**src/rtl/axi_burst_master.sv**
```systemverilog
// CPU-strobe to AXI bridge: one INCR read burst (BURST_LEN beats) or one single-beat write per request.
// Latency: AR/AW issued the cycle after acceptance; busy stalls the CPU until the done pulse; AXI READYs honoured.
module axi_burst_master #(
  parameter logic [3:0] AXI_ID    = 4'd0,
  parameter int         BURST_LEN = 4      // 1..16
) (
  input  logic        clk,
  input  logic        rst,
  input  logic        req_ceb,
  input  logic        req_web,
  input  logic [31:0] req_addr,
  input  logic [3:0]  req_wstrb,
  input  logic [31:0] req_wdata,
  output logic [31:0] rdata,
  output logic        rdata_valid,
  output logic [3:0]  rdata_idx,
  output logic        busy,
  output logic        done,
  output logic        err,
  output logic [3:0]  axi_arid,
  output logic [31:0] axi_araddr,
  output logic [3:0]  axi_arlen,
  output logic [2:0]  axi_arsize,
  output logic [1:0]  axi_arburst,
  output logic        axi_arvalid,
  input  logic        axi_arready,
  input  logic [3:0]  axi_rid,
  input  logic [31:0] axi_rdata,
  input  logic [1:0]  axi_rresp,
  input  logic        axi_rlast,
  input  logic        axi_rvalid,
  output logic        axi_rready,
  output logic [3:0]  axi_awid,
  output logic [31:0] axi_awaddr,
  output logic [3:0]  axi_awlen,
  output logic [2:0]  axi_awsize,
  output logic [1:0]  axi_awburst,
  output logic        axi_awvalid,
  input  logic        axi_awready,
  output logic [31:0] axi_wdata,
  output logic [3:0]  axi_wstrb,
  output logic        axi_wlast,
  output logic        axi_wvalid,
  input  logic        axi_wready,
  input  logic [3:0]  axi_bid,
  input  logic [1:0]  axi_bresp,
  input  logic        axi_bvalid,
  output logic        axi_bready
);

  localparam int          ALIGN_BITS = 2 + $clog2(BURST_LEN);
  localparam logic [31:0] ADDR_MASK  = 32'hFFFF_FFFF << ALIGN_BITS;
  localparam logic [3:0]  LAST_IDX   = 4'(BURST_LEN - 1);

  typedef enum logic [2:0] {S_IDLE, S_AR, S_R, S_AWW, S_B} state_t;

  state_t     state;
  logic [3:0] cnt;
  logic       accept;
  logic       aw_done;
  logic       w_done;
  logic       id_unused;

  // Only one transaction is ever outstanding, so returned IDs carry no information.
  assign id_unused = ^{axi_rid, axi_bid};

  // The done cycle is the mandatory idle gap: no acceptance, no stall.
  assign accept = (state == S_IDLE) & ~req_ceb & ~done;
  assign busy   = (state != S_IDLE) | accept;

  assign rdata_valid = (state == S_R) & axi_rvalid & axi_rready;
  assign rdata       = rdata_valid ? axi_rdata : 32'd0;
  assign rdata_idx   = rdata_valid ? cnt : 4'd0;

  assign axi_arid    = axi_arvalid ? AXI_ID : 4'd0;
  assign axi_arlen   = axi_arvalid ? LAST_IDX : 4'd0;
  assign axi_arsize  = axi_arvalid ? 3'b010 : 3'b000;
  assign axi_arburst = axi_arvalid ? 2'b01 : 2'b00;
  assign axi_awid    = axi_awvalid ? AXI_ID : 4'd0;
  assign axi_awlen   = 4'd0;
  assign axi_awsize  = axi_awvalid ? 3'b010 : 3'b000;
  assign axi_awburst = axi_awvalid ? 2'b01 : 2'b00;
  assign axi_wlast   = axi_wvalid;

  assign aw_done = ~axi_awvalid | axi_awready;
  assign w_done  = ~axi_wvalid | axi_wready;

  always_ff @(posedge clk or posedge rst) begin
    if (rst) begin
      state       <= S_IDLE;
      cnt         <= 4'd0;
      done        <= 1'b0;
      err         <= 1'b0;
      axi_araddr  <= 32'd0;
      axi_arvalid <= 1'b0;
      axi_rready  <= 1'b0;
      axi_awaddr  <= 32'd0;
      axi_awvalid <= 1'b0;
      axi_wdata   <= 32'd0;
      axi_wstrb   <= 4'd0;
      axi_wvalid  <= 1'b0;
      axi_bready  <= 1'b0;
    end else begin
      done <= 1'b0;
      case (state)
        S_IDLE: begin
          if (accept) begin
            cnt <= 4'd0;
            if (req_web) begin
              state       <= S_AR;
              axi_arvalid <= 1'b1;
              axi_araddr  <= req_addr & ADDR_MASK;
            end else begin
              state       <= S_AWW;
              axi_awvalid <= 1'b1;
              axi_wvalid  <= 1'b1;
              axi_awaddr  <= req_addr;
              axi_wdata   <= req_wdata;
              axi_wstrb   <= req_wstrb;
            end
          end
        end
        S_AR: begin
          if (axi_arready) begin
            axi_arvalid <= 1'b0;
            axi_araddr  <= 32'd0;
            axi_rready  <= 1'b1;
            state       <= S_R;
          end
        end
        S_R: begin
          if (axi_rvalid) begin
            cnt <= cnt + 4'd1;
            if (axi_rresp != 2'b00) err <= 1'b1;
            // Flags both an early RLAST and a missing one at the expected final beat.
            if (axi_rlast != (cnt == LAST_IDX)) err <= 1'b1;
            if (axi_rlast) begin
              axi_rready <= 1'b0;
              done       <= 1'b1;
              state      <= S_IDLE;
            end
          end
        end
        S_AWW: begin
          if (axi_awvalid && axi_awready) begin
            axi_awvalid <= 1'b0;
            axi_awaddr  <= 32'd0;
          end
          if (axi_wvalid && axi_wready) begin
            axi_wvalid <= 1'b0;
            axi_wdata  <= 32'd0;
            axi_wstrb  <= 4'd0;
          end
          if (aw_done && w_done) begin
            axi_bready <= 1'b1;
            state      <= S_B;
          end
        end
        S_B: begin
          if (axi_bvalid) begin
            axi_bready <= 1'b0;
            done       <= 1'b1;
            state      <= S_IDLE;
            if (axi_bresp != 2'b00) err <= 1'b1;
          end
        end
        default: state <= S_IDLE;
      endcase
    end
  end

endmodule
```
**config.mk**
```make
export PLATFORM = sky130hd
export DESIGN_NAME = axi_burst_master
export DESIGN_NICKNAME = d
export VERILOG_FILES = /design/src/rtl/axi_burst_master.sv
export SDC_FILE = /design/constraint.sdc
export NUM_CORES = 1
export LEC_CHECK = 0
export BUFFER_PORTS_ARGS = -buffer_cell sky130_fd_sc_hd__buf_2
export CAP_MARGIN = 20
export CORE_AREA = 4 4 113 115
export CTS_CLUSTER_SIZE = 24
export DETAILED_ROUTE_END_ITERATION = 10
export DIE_AREA = 0 0 117 119
export PLACE_DENSITY = 0.82
export SYNTH_ARGS = -nofsm -noshare
export SYNTH_HDL_FRONTEND = slang
export SYNTH_SLANG_ARGS = --single-unit
```
**constraint.sdc**
```tcl
create_clock -name clk -period 6.2 [get_ports clk]
set_clock_uncertainty 0.2 [all_clocks]
set_input_delay 0.93 -clock clk [delete_from_list [all_inputs] [get_ports clk]]
set_output_delay 0.93 -clock clk [all_outputs]
set_load 0.02 [all_outputs]
```
==> impl_metrics.py <==
metrics = {
    "power_and_ir_drop": {
        "p_per_area_mw_per_mm2": 499,
        "irDropWorstVdd_uv": 235,
        "p_leak_nw": 3.64,
    },
    "sta": {
        "finalCritPeriodShare_pct": 51.4,
        "setup_slack_ps": 3010,
        "finalSetupViolations": 0,
        "finalSetupTns_ps": 0,
        "max_freq_mhz": 314,
        "worst_pin_slew_ps": 1050,
        "hold_viol": 0,
        "holdWs_ps": 288,
        "slew_viol_final": 0,
        "max_slew_margin_pct": 29.9,
        "rsz0062_at_grt": "false",
        "layout_min_cycle_time_ps": 3190,
    },
    "synth": {
        "synth_area_per_cell_um2": 11.0,
        "yosysSeqAreaShare_pct": 57.8,
        "syn_inst": 434,
        "synth_ff_type": "dfrtp_1",
        "async_flop_share_pct": 100,
        "ys_types": 39,
        "yosysWarnings": 0,
        "synth_top_area_cell": "dfrtp_1",
        "netlist_top_cells_area": "dfrtp_1 58%, a22o_1 13%, nand2_1 5.1%, buf_4 4.9%, and2_1 4.9%",
        "synth_edf_count": 0,
        "ys_ff_latch": 110,
        "synth_top_area_share_pct": 57.8,
        "yosys-top-cells-count": "110 x dfrtp_1, 69 x a22o_1, 65 x nand2_1, 37 x and2_1, 32 x nand3_1",
        "synth.most_common_cell": "dfrtp_1",
        "synth_area_mm2": 0.00477,
    },
    "finish": {
        "finalNonFillerCells": 826,
        "syn2layout_area_growth_pct": 32.4,
        "layout.nets": 798,
        "fin_area_mm2": 0.00631,
        "drive_gt1_share_pct": 42.0,
        "diodes": 0,
    },
    "cts": {
        "cts_sinks": 110,
        "cts-resized-gates": 0,
        "clkTransAtPathRegs_ps": 60,
        "htree_num_levels": 3,
        "cts_setup_buffers": 0,
        "cts_buffer_depth": 2,
        "worstSkewPairLatency_ps": 340,
        "cts_buffers": 9,
        "cts_tree": "done",
        "root_buffer": "clkbuf_16",
        "cts_hold_buffers": 0,
    },
    "drt": {
        "num_vias": 4105,
        "first_pass_iters": 4,
        "via_per_inst": 4.97,
        "route.detailed.drc": 0,
        "drt-initial-drc-count": 418,
        "ant_nets": 0,
        "wire_per_inst_um": 15.9,
        "drt_wl_total_mm": 13.1,
    },
    "hold_path": {
        "holdCritPathClass": "reg -> reg",
        "hold_end": "axi_araddr[30]",
        "holdCritStartpoint": "axi_araddr[30]",
        "min_path_cells": 2,
    },
    "setup_path": {
        "crit_start": "axi_rvalid",
        "regToRegEndpoint": "axi_awaddr[30]",
        "cp.arrival_ps": 2060,
        "worstRegToRegCells": 4,
        "end_kind": "output pin",
        "regToRegSetupSlack_ps": 3480,
        "worstPathRequired_ps": 5070,
        "startpoint_type": "input port",
        "cp_max_fo": 37,
        "worstSetupPathType": "in -> out",
        "worstReg2RegStart": "state[1]",
    },
    "global_routing": {
        "gr-total-overflow": 0,
        "grt_max_degree": 64,
        "grt_use_total_pct": 18.2,
        "antenna_found_initial": 1,
        "grt_pass1_vias": 3852,
        "grt_pass1_wl_mm": 20.1,
    },
    "place": {
        "dp_cells": 811,
        "dp_hpwl_mm": 9.55,
        "gp_congestion": 0.847,
        "dp_slack_ps": 3050,
        "place_area_mm2": 0.00601,
        "io_buffers": 261,
    },
    "die": {
        "io_pins": 294,
        "fp.coreArea_mm2": 0.0118,
        "die-area_mm2": 0.0139,
        "die_w_um": 117,
        "num_rows": 40,
        "die_y_um": 119,
        "initial_core_util_pct": 40.3,
    },
    "job": {
        "cap_viol_max_count": 0,
    },
    "run_status": {
        "status": "complete, no violations",
    },
}
-- state kept, by name, summed over array words and instances, names as in the netlist --
name and count:
axi_awaddr 32, axi_wdata 32, axi_araddr 28, axi_wstrb 4, cnt 4, state 3, axi_arvalid 1, axi_awvalid 1
axi_bready 1, axi_rready 1, axi_wlast 1, done 1, err 1
-- critical path, cell delays in order --
cell	delay, ps
buf_2	110
nand4bb_1	200
nor2_1	160
buf_4	280
and2_1	200
buf_2	170
-- final cells by class --
type,count,area (um2)
fill,1042,5500
sequential,110,2750
multi-input combinational,281,1690
timing repair buffer,267,1350
clock buffer,12,236
tap,147,184
clock inverter,3,68.8
inverter,6,25.0
-- layer usage --
| layer | up-vias | global-route usage [%] | wire [um] |
|---|---|---|---|
| met1 | 1961 | 24.5 | 5560 |
| met3 | 18 | 3.86 | 901 |
| met2 | 186 | 29.2 | 6420 |
| met4 | 2 | 5.73 | 211 |
| met5 | - | 0 | 7 |
| li1 | 1938 | - | - |
-- per-stage QoR --
step	total power [W]	utilization (%)
floorplan	0.00213	-
global placement	0.00254	50.8
detailed placement	0.00258	50.8
CTS	0.00318	53.4
global route	0.00335	53.4
finish	0.00315	53.4
-- worst max-delay path by stage --
stage	endpoint	slack (ps)	cells past startpoint
after global placement	rdata[23]	3050	6
after detailed placement	rdata[23]	3050	6
after global routing	rdata[23]	2810	5
after CTS	rdata[23]	3020	5
after floorplan	axi_araddr[10]	2170	1
final	rdata[23]	3010	6
-- cell usage in the layout (no fill, tap or decap), types with 2 or more instances in the layout --
cell type	n
conb_1	24
clkbuf_1	3
nor3_1	3
buf_4	6
inv_1	5
nand2b_1	2
nand3_1	32
a22o_1	69
nor4_1	2
o21ai_0	6
a31oi_1	2
a21oi_1	5
buf_2	261
nor2_1	10
a31oi_4	2
bufinv_16	2
or2_1	2
nand2_1	65
and2_1	37
and3_1	2
dfrtp_1	110
clkbuf_16	9
-- cell families after synthesis --
| family | share of synthesized area (%) |
|---|---|
| buf+inv | 8.56 |
| flops | 57.8 |
| xor+xnor | 0.368 |
| simple gates | 16.7 |
| fa+ha+maj | 0.262 |
| compound gates | 16.3 |
| other cells | 0.0787 |
-- power breakdown --
group          internal [W]  total [W]  leakage, nW  switching [W]
combinational      0.000505    0.00137         2.09       0.000865
sequential          0.00100    0.00118         1.40       0.000185
clock              0.000354   0.000597        0.147       0.000243
No activity file was read; power rests on OpenSTA's default activity.
